$ cat src/rtl/cc3000fpga_mss_lite.sv
// cc3000fpga_mss_lite: synthesizable stand-in for the SmartFusion MSS.
// A UART_0 command port drives an APB3 master, fabric GPOs and GPI readback.
// Also supplies the fabric clock, a delayed fabric reset, a UART_1 loopback,
// a registered GPIO pass-through and constant idle SPI_1 pins.
module cc3000fpga_mss_lite #(
  parameter int CLKS_PER_BIT = 87,
  parameter int RST_DELAY    = 16,
  parameter int APB_TIMEOUT  = 1024
) (
  input  logic        SYSCLK,
  input  logic        SYSRESET,
  input  logic        MSSPREADY,
  input  logic        MSSPSLVERR,
  input  logic [31:0] MSSPRDATA,
  input  logic        F2M_GPI_5,
  input  logic        F2M_GPI_6,
  input  logic        F2M_GPI_7,
  input  logic        F2M_GPI_8,
  input  logic        UART_0_RXD,
  input  logic        UART_1_RXD,
  input  logic        SPI_1_DI,
  input  logic        GPIO_2_IN,
  output logic        FAB_CLK,
  output logic        M2F_RESET_N,
  output logic        MSSPSEL,
  output logic        MSSPENABLE,
  output logic        MSSPWRITE,
  output logic [19:0] MSSPADDR,
  output logic [31:0] MSSPWDATA,
  output logic        M2F_GPO_0,
  output logic        M2F_GPO_1,
  output logic        M2F_GPO_3,
  output logic        M2F_GPO_9,
  output logic        M2F_GPO_11,
  output logic        M2F_GPO_12,
  output logic        M2F_GPO_13,
  output logic        UART_0_TXD,
  output logic        UART_1_TXD,
  output logic        SPI_1_DO,
  output logic        GPIO_4_OUT,
  inout  wire         SPI_1_CLK,
  inout  wire         SPI_1_SS
);

  localparam int BW = $clog2(CLKS_PER_BIT);
  localparam int RW = $clog2(RST_DELAY + 1);
  localparam int TW = $clog2(APB_TIMEOUT + 1);
  localparam logic [BW-1:0] BIT_LAST  = BW'(CLKS_PER_BIT - 1);
  localparam logic [BW-1:0] HALF_LAST = BW'(CLKS_PER_BIT / 2 - 1);
  localparam logic [RW-1:0] RST_LAST  = RW'(RST_DELAY - 1);
  localparam logic [TW-1:0] TMO_LAST  = TW'(APB_TIMEOUT - 1);

  localparam logic [7:0] CMD_W = 8'h57;
  localparam logic [7:0] CMD_R = 8'h52;
  localparam logic [7:0] CMD_G = 8'h47;
  localparam logic [7:0] CMD_I = 8'h49;
  localparam logic [7:0] ACK   = 8'h06;
  localparam logic [7:0] NAK   = 8'h15;

  typedef enum logic [2:0] {RX_IDLE, RX_START, RX_DATA, RX_STOP, RX_BREAK} rx_state_t;
  typedef enum logic [2:0] {ST_IDLE, ST_ARGS, ST_SETUP, ST_ACCESS, ST_REPLY} state_t;

  // Constant and pass-through outputs; SPI_1 is parked idle and never tri-stated.
  assign FAB_CLK    = SYSCLK;
  assign UART_1_TXD = UART_1_RXD;
  assign SPI_1_DO   = 1'b0;
  assign SPI_1_CLK  = 1'b0;
  assign SPI_1_SS   = 1'b1;

  logic [RW-1:0] rst_cnt;

  // Hold the fabric in reset for RST_DELAY cycles after SYSRESET falls.
  // NOTE: sequential state uses non-blocking (<=) so every register samples pre-edge values.
  always_ff @(posedge SYSCLK or posedge SYSRESET) begin
    if (SYSRESET) begin
      rst_cnt     <= '0;
      M2F_RESET_N <= 1'b0;
    end else if (!M2F_RESET_N) begin
      rst_cnt <= rst_cnt + 1'b1;
      if (rst_cnt == RST_LAST) M2F_RESET_N <= 1'b1;
    end
  end

  // GPIO pass-through with one register of delay.
  always_ff @(posedge SYSCLK or posedge SYSRESET) begin
    if (SYSRESET) GPIO_4_OUT <= 1'b0;
    else          GPIO_4_OUT <= GPIO_2_IN;
  end

  // ---------------- UART_0 receiver ----------------
  rx_state_t     rx_state;
  logic          rx_meta, rx_sync, rx_valid;
  logic [BW-1:0] rx_cnt;
  logic [2:0]    rx_bit;
  logic [7:0]    rx_shift, rx_data;

  // Synchronize RXD, qualify the start bit at half a bit, sample data mid-bit.
  // A low stop bit is a framing error: drop the byte and wait for the line to idle.
  // NOTE: synchronizer flops reset to the idle-high line level so reset release is not a start bit.
  always_ff @(posedge SYSCLK or posedge SYSRESET) begin
    if (SYSRESET) begin
      rx_meta  <= 1'b1;
      rx_sync  <= 1'b1;
      rx_state <= RX_IDLE;
      rx_cnt   <= '0;
      rx_bit   <= '0;
      rx_shift <= '0;
      rx_data  <= '0;
      rx_valid <= 1'b0;
    end else begin
      rx_meta  <= UART_0_RXD;
      rx_sync  <= rx_meta;
      rx_valid <= 1'b0;
      case (rx_state)
        RX_IDLE: begin
          rx_cnt <= '0;
          if (!rx_sync) rx_state <= RX_START;
        end
        RX_START: begin
          if (rx_cnt == HALF_LAST) begin
            rx_cnt   <= '0;
            rx_bit   <= '0;
            rx_state <= rx_sync ? RX_IDLE : RX_DATA;
          end else rx_cnt <= rx_cnt + 1'b1;
        end
        RX_DATA: begin
          if (rx_cnt == BIT_LAST) begin
            rx_cnt   <= '0;
            rx_shift <= {rx_sync, rx_shift[7:1]};
            rx_bit   <= rx_bit + 1'b1;
            if (rx_bit == 3'd7) rx_state <= RX_STOP;
          end else rx_cnt <= rx_cnt + 1'b1;
        end
        RX_STOP: begin
          if (rx_cnt == BIT_LAST) begin
            rx_cnt <= '0;
            if (rx_sync) begin
              rx_data  <= rx_shift;
              rx_valid <= 1'b1;
              rx_state <= RX_IDLE;
            end else rx_state <= RX_BREAK;
          end else rx_cnt <= rx_cnt + 1'b1;
        end
        default: if (rx_sync) rx_state <= RX_IDLE;
      endcase
    end
  end

  // ---------------- Command parser / APB master ----------------
  state_t        state;
  logic [7:0]    cmd;
  logic [2:0]    need;
  logic [47:0]   args;
  logic [TW-1:0] tmo;
  logic [39:0]   rep;
  logic [2:0]    rep_cnt;
  logic [6:0]    gpo;
  logic [9:0]    tx_frame;
  logic [3:0]    tx_bits;
  logic [BW-1:0] tx_cnt;
  logic          tx_ready, tx_take;
  logic [4:0]    unused_bits;

  assign unused_bits = {SPI_1_DI, args[47:44]};

  // The transmitter can take a byte when idle or as its stop bit ends (no gap).
  assign tx_ready = (tx_bits == 4'd0) || (tx_bits == 4'd1 && tx_cnt == BIT_LAST);
  assign tx_take  = (state == ST_REPLY) && (rep_cnt != 3'd0) && tx_ready;

  assign {M2F_GPO_13, M2F_GPO_12, M2F_GPO_11, M2F_GPO_9, M2F_GPO_3, M2F_GPO_1, M2F_GPO_0} = gpo;

  // Main FSM: decode commands, run one APB transfer, queue the reply bytes.
  always_ff @(posedge SYSCLK or posedge SYSRESET) begin
    if (SYSRESET) begin
      state      <= ST_IDLE;
      cmd        <= '0;
      need       <= '0;
      args       <= '0;
      tmo        <= '0;
      rep        <= '0;
      rep_cnt    <= '0;
      gpo        <= '0;
      MSSPSEL    <= 1'b0;
      MSSPENABLE <= 1'b0;
      MSSPWRITE  <= 1'b0;
      MSSPADDR   <= '0;
      MSSPWDATA  <= '0;
    end else begin
      case (state)
        ST_IDLE: if (rx_valid && M2F_RESET_N) begin
          cmd <= rx_data;
          case (rx_data)
            CMD_W: begin need <= 3'd7; state <= ST_ARGS; end
            CMD_R: begin need <= 3'd3; state <= ST_ARGS; end
            CMD_G: begin need <= 3'd1; state <= ST_ARGS; end
            CMD_I: begin
              rep     <= {4'b0, F2M_GPI_8, F2M_GPI_7, F2M_GPI_6, F2M_GPI_5, 32'h0};
              rep_cnt <= 3'd1;
              state   <= ST_REPLY;
            end
            default: begin
              rep     <= {NAK, 32'h0};
              rep_cnt <= 3'd1;
              state   <= ST_REPLY;
            end
          endcase
        end
        ST_ARGS: if (rx_valid) begin
          args <= {args[39:0], rx_data};
          need <= need - 3'd1;
          if (need == 3'd1) begin
            case (cmd)
              CMD_W: begin
                MSSPADDR  <= args[43:24];
                MSSPWDATA <= {args[23:0], rx_data};
                MSSPWRITE <= 1'b1;
                MSSPSEL   <= 1'b1;
                state     <= ST_SETUP;
              end
              CMD_R: begin
                MSSPADDR  <= {args[11:0], rx_data};
                MSSPWRITE <= 1'b0;
                MSSPSEL   <= 1'b1;
                state     <= ST_SETUP;
              end
              default: begin
                gpo     <= rx_data[6:0];
                rep     <= {ACK, 32'h0};
                rep_cnt <= 3'd1;
                state   <= ST_REPLY;
              end
            endcase
          end
        end
        ST_SETUP: begin
          MSSPENABLE <= 1'b1;
          tmo        <= '0;
          state      <= ST_ACCESS;
        end
        ST_ACCESS: begin
          if (MSSPREADY || tmo == TMO_LAST) begin
            MSSPSEL    <= 1'b0;
            MSSPENABLE <= 1'b0;
            state      <= ST_REPLY;
            rep_cnt    <= 3'd1;
            if (!MSSPREADY || MSSPSLVERR) rep <= {NAK, 32'h0};
            else if (MSSPWRITE)           rep <= {ACK, 32'h0};
            else begin
              rep     <= {ACK, MSSPRDATA};
              rep_cnt <= 3'd5;
            end
          end else tmo <= tmo + 1'b1;
        end
        ST_REPLY: begin
          if (tx_take) begin
            rep     <= {rep[31:0], 8'h00};
            rep_cnt <= rep_cnt - 3'd1;
          end else if (rep_cnt == 3'd0 && tx_bits == 4'd0) state <= ST_IDLE;
        end
        default: state <= ST_IDLE;
      endcase
    end
  end

  // UART_0 transmitter: 8N1 frame shifted LSB first; line rests at frame[0]=1.
  always_ff @(posedge SYSCLK or posedge SYSRESET) begin
    if (SYSRESET) begin
      tx_frame <= '1;
      tx_bits  <= '0;
      tx_cnt   <= '0;
    end else if (tx_take) begin
      tx_frame <= {1'b1, rep[39:32], 1'b0};
      tx_bits  <= 4'd10;
      tx_cnt   <= '0;
    end else if (tx_bits != 4'd0) begin
      if (tx_cnt == BIT_LAST) begin
        tx_cnt   <= '0;
        tx_frame <= {1'b1, tx_frame[9:1]};
        tx_bits  <= tx_bits - 4'd1;
      end else tx_cnt <= tx_cnt + 1'b1;
    end
  end

  assign UART_0_TXD = tx_frame[0];

endmodule

$ cat config.mk
export PLATFORM = sky130hd
export DESIGN_NAME = cc3000fpga_mss_lite
export DESIGN_NICKNAME = d
export VERILOG_FILES = /design/src/rtl/cc3000fpga_mss_lite.sv
export SDC_FILE = /design/constraint.sdc
export NUM_CORES = 1
export LEC_CHECK = 0
export ABC_AREA = 1
export CAP_MARGIN = 10
export CORE_ASPECT_RATIO = 1.2
export CORE_UTILIZATION = 61
export CTS_BUF_LIST = sky130_fd_sc_hd__clkbuf_16
export DETAILED_ROUTE_END_ITERATION = 7
export DONT_BUFFER_PORTS = 1
export HOLD_SLACK_MARGIN = 0.05
export MAX_ROUTING_LAYER = met4
export PLACE_DENSITY_LB_ADDON = 0.12
export REMOVE_ABC_BUFFERS = 1
export SLEW_MARGIN = 25
export SYNTH_ARGS = -nofsm -noshare
export SYNTH_HDL_FRONTEND = slang
export SYNTH_SLANG_ARGS = --single-unit
export TNS_END_PERCENT = 10
$ cat constraint.sdc
create_clock -name SYSCLK -period 19.69 [get_ports SYSCLK]
set_clock_uncertainty 0.1 [all_clocks]
set_input_delay 2.9535 -clock SYSCLK [delete_from_list [all_inputs] [get_ports SYSCLK]]
set_output_delay 2.9535 -clock SYSCLK [all_outputs]
set_load 0.05 [all_outputs]
==> results of run 1 <==
==> cells by family after synthesis <==
logic type	Yosys count	synth area share [%]
and+or+nand+nor	594	23.3
xor gates and xnor gates	7	0.584
buffers and inverters	179	7.31
adders and majority gates	15	1.79
other	2	0.0715
DFF	233	55.6
AOI/OAI and AO/OA	225	11.3
==> power groups by stage <==
stage	sequential, mW	clock (mW)	combinational, mW
after floorplan	0.498	0	0.0373
after global placement	0.499	0	0.0459
after detailed placement	0.499	0	0.0473
after CTS	0.490	0.425	0.0480
after global routing	0.491	0.445	0.0561
final	0.490	0.417	0.0474
==> state kept, by name, indices dropped and copies added, names as in the netlist, 4 cells and up <==
register   flops
gpo            7
rx_shift       8
rx_data        8
rx_cnt         7
rep           40
tmo           11
tx_bits        4
MSSPWDATA     32
MSSPADDR      20
tx_frame       9
cmd            8
args          44
tx_cnt         7
rst_cnt        5
==> synthesized netlist by cell type (2+ instances only) <==
| cell | n | area share [%] |
|---|---|---|
| a21oi_1 | 36 | 1.7 |
| a31oi_1 | 2 | 0.12 |
| and3_1 | 2 | 0.12 |
| buf_2 | 17 | 0.81 |
| buf_4 | 6 | 0.43 |
| buf_6 | 7 | 0.75 |
| clkbuf_1 | 21 | 0.75 |
| conb_1 | 2 | 0.071 |
| dfrtp_1 | 222 | 53 |
| dfstp_2 | 11 | 2.8 |
| ha_1 | 15 | 1.8 |
| inv_1 | 119 | 4.3 |
| inv_2 | 9 | 0.32 |
| nand2_1 | 421 | 15 |
| nand2_2 | 4 | 0.24 |
| nand3_1 | 62 | 3.0 |
| nand3_2 | 2 | 0.19 |
| nand3b_1 | 2 | 0.14 |
| nand4_1 | 10 | 0.60 |
| nor2_1 | 72 | 2.6 |
| nor2_2 | 5 | 0.30 |
| nor2_4 | 4 | 0.43 |
| nor3_1 | 4 | 0.19 |
| o21a_1 | 9 | 0.64 |
| o21ai_0 | 159 | 7.6 |
| o21ai_1 | 8 | 0.38 |
| o22ai_1 | 2 | 0.12 |
| o31ai_1 | 5 | 0.36 |
| or2_2 | 2 | 0.12 |
| xnor2_1 | 4 | 0.33 |
| xor2_1 | 3 | 0.25 |
==> layer usage <==
layer | vias to the layer above | GRT usage (%) | routed length [µm]
met4 | 0 | 6.17 | 288
li1 | 3958 | - | -
met1 | 3657 | 34.8 | 9330
met3 | 28 | 4.43 | 1080
met2 | 153 | 37.9 | 9820
met5 | - | - | 0
==> worst max-delay path by stage <==
stage	endpoint	depth (start not counted)	slack [ns]
after global routing	FAB_CLK	0	6.79
final	FAB_CLK	0	6.79
after CTS	FAB_CLK	0	6.79
after detailed placement	FAB_CLK	0	6.79
after floorplan	FAB_CLK	0	6.79
after global placement	FAB_CLK	0	6.79
==> worst reg2reg max path: stages, from the launching register on <==
cell and delay, ns:
dfrtp_1 0.47, nor2_2 0.18, inv_2 0.08, nor2_4 0.58, inv_2 0.19, nand3b_1 0.15, nand2_2 0.07, nor2_4 0.62
nand3_1 0.18, nand2_1 0.12
==> area by class of cell <==
| cell class | instances | area share, % |
|---|---|---|
| clock inverters | 17 | 1.14 |
| well taps | 216 | 2.39 |
| multi-input cells | 844 | 34.6 |
| flip-flops and latches | 233 | 51.8 |
| inverters | 128 | 4.37 |
| repair buffers | 6 | 0.610 |
| clock buffers | 23 | 5.10 |
==> flow_summary.toml, run 1 <==
[hold_path]
min_path_type = "flip-flop to flip-flop"
hold_depth = 0
whs_endpoint = "rx_sync"
holdCritStartpoint = "rx_meta"

[logic_synthesis]
yosys_register_bits = 233
syn_area_mm2 = 0.0105
synth_cell_types = 39
syn_avg_cell_area_um2 = 8.37
async_flop_share_pct = 100
dominantRegCellSynth = "dfrtp_1"
synth-edff-count = 0
yosys_warnings = 0
syn_inst = 1255
yosysSeqAreaShare_pct = 55.6

[timing]
max_slew.worst_pin.slew_ns = 0.804
max-slew-margin-rel_pct = 46.4
grt_setup_unrepaired = "false"
finalMaxSlewViolations = 0
setup-tns-final_ns = 0
setup_violations = 0
holdWs_ns = 0.256
finalHoldViolations = 0
setup_ws_ns = 6.79

[layout]
antenna_cells = 0
layout_common_cells = "421 x nand2_1, 222 x dfrtp_1, 159 x o21ai_0, 124 x inv_1, 70 x nor2_1"
final_util_pct = 67.0
multiInputGateArea_mm2 = 0.00391
fin_area_mm2 = 0.0113
drive_gt1_share_pct = 6.31
final_net_count = 1295
layout_commonest_cell = "nand2_1"
area_delta_synth_final_pct = 7.44
fin_cells = 1467
fillCellCount = 1404
seqCellArea_mm2 = 0.00584

[power]
p_sw_uw = 220
ir_drop_mv = 0.0886
p_int_uw = 735
powerDensity_mw_per_mm2 = 84.6
clockPowerShare_pct = 43.7
seqPwrFrac_pct = 51.3
comb_power_share_pct = 5.0
p_total_uw = 955
p_sw_share_pct = 23.1
p_leak_nw = 5.49

[clocking]
clk_pin_slew_ns = 0.06
root_buffer = "clkbuf_16"
cts_tree = "done"
cts_max_level = 1
clk_latency_ns = 0.51
hold_buffers = 0
cts_buffers = 23
clock_sinks = 233
cts.path.max_buffers = 3
cts_resized = 0
postCtsSetupRepairBufs = 0

[critical_path]
cp-start-kind = "clock port"
r2r_cells = 9
cp-end-kind = "output port"
cp-startpoint = "SYSCLK"
r2r_start = "state[1]"
r2r_end = "rep[28]"
arrival_ns = 9.85
path_class = "clock port to output port"
reg2reg_slack_ns = 16.87
crit_fanout = 2
worstPathRequired_ns = 16.64

[placed_design]
portBuffers = 0
dpl-instance-area_mm2 = 0.0105
gp_congestion = 0.821
placed_cells = 1426
hpwl_um = 13000
dp_slack_ns = 6.79

[route]
drt-vias-per-instance = 5.31
firstDrtPassIters = 5
drc = 0
vias = 7796
avgRoutedWirePerCell_um = 14.0
totalWireLength_um = 20500
dr.first_iter.drc_count = 606
ant_nets = 0

[global_routing]
antenna_found_initial = 0
overflow = 0
grt.total_usage_pct = 24.9
grt_pass1_vias = 7248
grt_max_degree = 151
grt_pass1_wl_um = 34900

[die]
start_util_pct = 62.3
dieHeight_um = 146
rows = 52
die_area_mm2 = 0.0178
core_area_mm2 = 0.0169
die_w_um = 122
pin_count = 114

[flow_run]
maxCapViolCount = 0

[run_status]
status = "complete, no violations"
No activity file was read; power rests on OpenSTA's default activity.
==> run 2, diff against run 1 <==
--- a/config.mk
+++ b/config.mk
@@ -8,7 +8,7 @@
 export ABC_AREA = 1
 export CAP_MARGIN = 10
 export CORE_ASPECT_RATIO = 1.2
-export CORE_UTILIZATION = 61
+export CORE_UTILIZATION = 57
 export CTS_BUF_LIST = sky130_fd_sc_hd__clkbuf_16
 export DETAILED_ROUTE_END_ITERATION = 7
 export DONT_BUFFER_PORTS = 1
==> constraint.sdc (replaced) <==
create_clock -name SYSCLK -period 10.71 [get_ports SYSCLK]
set_clock_uncertainty 0.1 [all_clocks]
set_input_delay 1.6065 -clock SYSCLK [delete_from_list [all_inputs] [get_ports SYSCLK]]
set_output_delay 1.6065 -clock SYSCLK [all_outputs]
set_load 0.05 [all_outputs]
==> flow_summary.toml, run 2 (synthesis gave the netlist of run 1 again) <==
[clocking]
cts.path.max_buffers = 3
cts_max_level = 1
clk_latency_ns = 0.52
cts_tree = "done"
cts_resized = 0
root_buffer = "clkbuf_16"
hold_buffers = 0
postCtsSetupRepairBufs = 0
clock_sinks = 233
cts_buffers = 24
clk_pin_slew_ns = 0.05

[die]
core_area_mm2 = 0.0181
rows = 54
die_w_um = 126
pin_count = 114
dieHeight_um = 151
die_area_mm2 = 0.0190
start_util_pct = 58.0

[timing]
setup-tns-final_ns = 0
max_slew.worst_pin.slew_ns = 0.794
max-slew-margin-rel_pct = 46.9
setup_violations = 0
finalMaxSlewViolations = 0
finalHoldViolations = 0
setup_ws_ns = 3.65
grt_setup_unrepaired = "false"

[route]
ant_nets = 0
avgRoutedWirePerCell_um = 13.9
totalWireLength_um = 20500
vias = 7820
dr.first_iter.drc_count = 586
drt-vias-per-instance = 5.30
drc = 0
firstDrtPassIters = 7

[power]
seqPwrFrac_pct = 52.6
clockPowerShare_pct = 42.4
p_leak_nw = 5.47
comb_power_share_pct = 5.0
p_total_mw = 1.71
p_int_mw = 1.32
powerDensity_mw_per_mm2 = 152
p_sw_share_pct = 23.2
ir_drop_mv = 0.115
p_sw_uw = 398

[critical_path]
crit_fanout = 2
cp-start-kind = "clock port"
cp-end-kind = "output port"
arrival_ns = 5.36
worstPathRequired_ns = 9.00
path_class = "clock port to output port"

[global_routing]
grt_pass1_wl_um = 34400
grt_use_met2_pct = 36.5
busiest_layer = "met2"
grtUsageMet3_pct = 3.98
grt.total_usage_pct = 23.0
gr-usage-met1_pct = 30.6
antenna_found_initial = 0
grt_pass1_vias = 7175
overflow = 0
grt_max_degree = 95

[layout]
antenna_cells = 0
layout_commonest_cell = "nand2_1"
largest_reg_flops = 44
layout_common_cells = "421 x nand2_1, 222 x dfrtp_1, 159 x o21ai_0, 126 x inv_1, 70 x nor2_1"
final_net_count = 1297
reg.largest.list = "args: 44 flops, rep: 40 flops, MSSPWDATA: 32 flops"
largest_register = "args"
drive_gt1_share_pct = 6.08
area_delta_synth_final_pct = 7.15
fin_cells = 1475

[placed_design]
portBuffers = 0
hpwl_um = 13000
placed_cells = 1435
gp_congestion = 0.832
dp_slack_ns = 3.65

[hold_path]
min_path_type = "flip-flop to flip-flop"

[flow_run]
maxCapViolCount = 0

[run_status]
status = "complete, no violations"
run 2: changes by cell type in the layout (fill, tap and decap cells not counted), sizes merged:
cell and delta:
bufinv -2, clkinv -2, buf +1, clkbuf +1, inv +2
run 2: metal layers:
metal / wire length (µm) / up-vias
met2: 9660 / 166
li1: - / 3949
met3: 1100 / 25
met1: 9380 / 3680
met4: 334 / 0
met5: 0 / -
run 2: final timing paths:
check	start	slack (ns)	end	depth (start not counted)
min in group asynchronous	SYSRESET	0.94	rx_bit[2]	1
min reg2reg	rx_meta	0.25	rx_sync	0
max reg2reg	state[1]	7.88	rep[39]	9
max	SYSCLK	3.65	FAB_CLK	0
max in group asynchronous	SYSRESET	8.30	MSSPWDATA[10]	2
min	rx_meta	0.25	rx_sync	0
run 2: layout make-up:
| cell class | instances | area [µm²] |
|---|---|---|
| Clock inverter | 15 | 72.6 |
| Inverter | 128 | 488 |
| Clock buffer | 24 | 601 |
| Timing Repair Buffer | 7 | 63.8 |
| Fill cell | 1591 | 6850 |
| Tap cell | 224 | 280 |
| Multi-Input combinational cell | 844 | 3910 |
| Sequential cell | 233 | 5840 |
run 2: per-stage QoR:
stage,hold slack [ns],instance area (µm²),util [%]
2_1_floorplan,0.245,10200,-
3_3_place_gp,0.246,10600,58.3
3_5_place_dp,0.247,10600,58.3
4_1_cts,0.255,11200,62.0
5_1_grt,0.256,11300,62.2
6_report,0.254,11300,62.2
run 2: power by group through the flow:
stage               clock network, mW  logic, mW  registers [mW]
global placement                    0     0.0864           0.917
global route                    0.779      0.101           0.902
CTS                             0.744     0.0879           0.901
detailed placement                  0     0.0879           0.917
finish                          0.727     0.0865           0.901
floorplan                           0     0.0686           0.915
==> run 3, diff against run 2 <==
--- a/config.mk
+++ b/config.mk
@@ -8,7 +8,7 @@
 export ABC_AREA = 1
 export CAP_MARGIN = 10
 export CORE_ASPECT_RATIO = 1.2
-export CORE_UTILIZATION = 57
+export CORE_UTILIZATION = 61
 export CTS_BUF_LIST = sky130_fd_sc_hd__clkbuf_16
 export DETAILED_ROUTE_END_ITERATION = 7
 export DONT_BUFFER_PORTS = 1
==> constraint.sdc (replaced) <==
create_clock -name SYSCLK -period 6.6 [get_ports SYSCLK]
set_clock_uncertainty 0.1 [all_clocks]
set_input_delay 0.99 -clock SYSCLK [delete_from_list [all_inputs] [get_ports SYSCLK]]
set_output_delay 0.99 -clock SYSCLK [all_outputs]
set_load 0.05 [all_outputs]
==> flow_summary.toml, run 3 (synthesis gave the netlist of run 1 again) <==
[power]
p_sw_uw = 633
seqPwrFrac_pct = 53.3
p_leak_nw = 5.46
clockPowerShare_pct = 41.6
p_int_mw = 2.11
comb_power_share_pct = 5.1
ir_drop_mv = 0.284
p_sw_share_pct = 23.1
powerDensity_mw_per_mm2 = 244

[hold_path]
whs_endpoint = "rx_sync"
holdCritStartpoint = "rx_meta"
hold_depth = 0
min_path_type = "flip-flop to flip-flop"

[layout]
antenna_cells = 0
layout_commonest_cell = "nand2_1"
area_delta_synth_final_pct = 6.90
layout_common_cells = "421 x nand2_1, 222 x dfrtp_1, 159 x o21ai_0, 127 x inv_1, 70 x nor2_1"
largest_reg_flops = 44
final_net_count = 1296
fillCellCount = 1388
reg.largest.list = "args: 44 flops, rep: 40 flops, MSSPWDATA: 32 flops"
drive_gt1_share_pct = 6.08
largest_register = "args"
fin_cells = 1467

[critical_path]
cp-start-kind = "clock port"
crit_fanout = 2
reg2reg_slack_ns = 3.76
worstPathRequired_ns = 5.51
arrival_ns = 3.30
r2r_end = "rep[32]"
cp-end-kind = "output port"
path_class = "clock port to output port"
r2r_start = "state[1]"
r2r_cells = 9

[global_routing]
overflow = 0
grt_pass1_vias = 7367
grt_max_degree = 94
grt_pass1_wl_um = 34600
antenna_found_initial = 0
grt.total_usage_pct = 24.7

[timing]
setup-tns-final_ns = 0
max_slew.worst_pin.slew_ns = 0.904
max-slew-margin-rel_pct = 39.7
setup_violations = 0
grt_setup_unrepaired = "false"
finalHoldViolations = 0
finalMaxSlewViolations = 0

[flow_run]
maxCapViolCount = 0

[clocking]
root_buffer = "clkbuf_16"
clk_pin_slew_ns = 0.06
clk_latency_ns = 0.51
cts_resized = 0
cts.path.max_buffers = 3
cts_max_level = 1
postCtsSetupRepairBufs = 0
cts_buffers = 23
cts_tree = "done"
hold_buffers = 0
clock_sinks = 233

[route]
firstDrtPassIters = 5
dr.first_iter.drc_count = 504
totalWireLength_um = 20500
drt-vias-per-instance = 5.30
avgRoutedWirePerCell_um = 14.0
drc = 0
vias = 7781
ant_nets = 0

[die]
rows = 52
pin_count = 114
die_w_um = 122
dieHeight_um = 146
core_area_mm2 = 0.0169
start_util_pct = 62.3
die_area_mm2 = 0.0178

[placed_design]
portBuffers = 0
placed_cells = 1427
gp_congestion = 0.836
hpwl_um = 13100

[run_status]
status = "complete, no violations"
-- run 3: power by group through the flow --
stage | registers (mW) | logic, mW | clock network, mW
after floorplan | 1.49 | 0.111 | 0
after global placement | 1.49 | 0.137 | 0
after detailed placement | 1.49 | 0.142 | 0
after CTS | 1.46 | 0.142 | 1.17
after global routing | 1.46 | 0.167 | 1.23
final | 1.46 | 0.140 | 1.14
-- run 3: worst max path at each step --
stage,end,slack (ns),cells after the start,start
CTS,FAB_CLK,2.21,0,SYSCLK
global route,FAB_CLK,2.21,0,SYSCLK
floorplan,GPIO_4_OUT,-0.86,1,SYSRESET
detailed placement,FAB_CLK,2.21,0,SYSCLK
global placement,FAB_CLK,2.21,0,SYSCLK
finish,FAB_CLK,2.21,0,SYSCLK
-- run 3: cell type report --
type                       instances  area [µm²]  share of cell area, %
sequential                       233        5840                   52.0
clock inverter                    16        72.6                  0.646
clock buffer                      23         576                   5.13
tap                              216         270                   2.41
inverter                         128         488                   4.35
timing repair buffer               7        72.6                  0.646
multi-input combinational        844        3910                   34.8
-- run 3: stage by stage --
stage	power [mW]	worst slack, ns	utilization (%)	instance area (µm²)	hold WS (ns)
2_1_floorplan	1.60	-0.861	-	10200	0.245
5_1_grt	2.86	2.21	66.6	11200	0.258
3_3_place_gp	1.62	2.21	62.6	10600	0.248
4_1_cts	2.77	2.21	66.5	11200	0.257
3_5_place_dp	1.63	2.21	62.6	10600	0.249
6_report	2.75	2.21	66.6	11200	0.256
-- run 3: metal layers --
| layer | track usage [%] | up-vias | part of all wire, % |
|---|---|---|---|
| met5 | - | - | 0 |
| met4 | 5.19 | 0 | 1.2 |
| met3 | 4.47 | 21 | 5.2 |
| met2 | 39.9 | 160 | 48 |
| met1 | 32.7 | 3655 | 45 |
| li1 | - | 3945 | - |
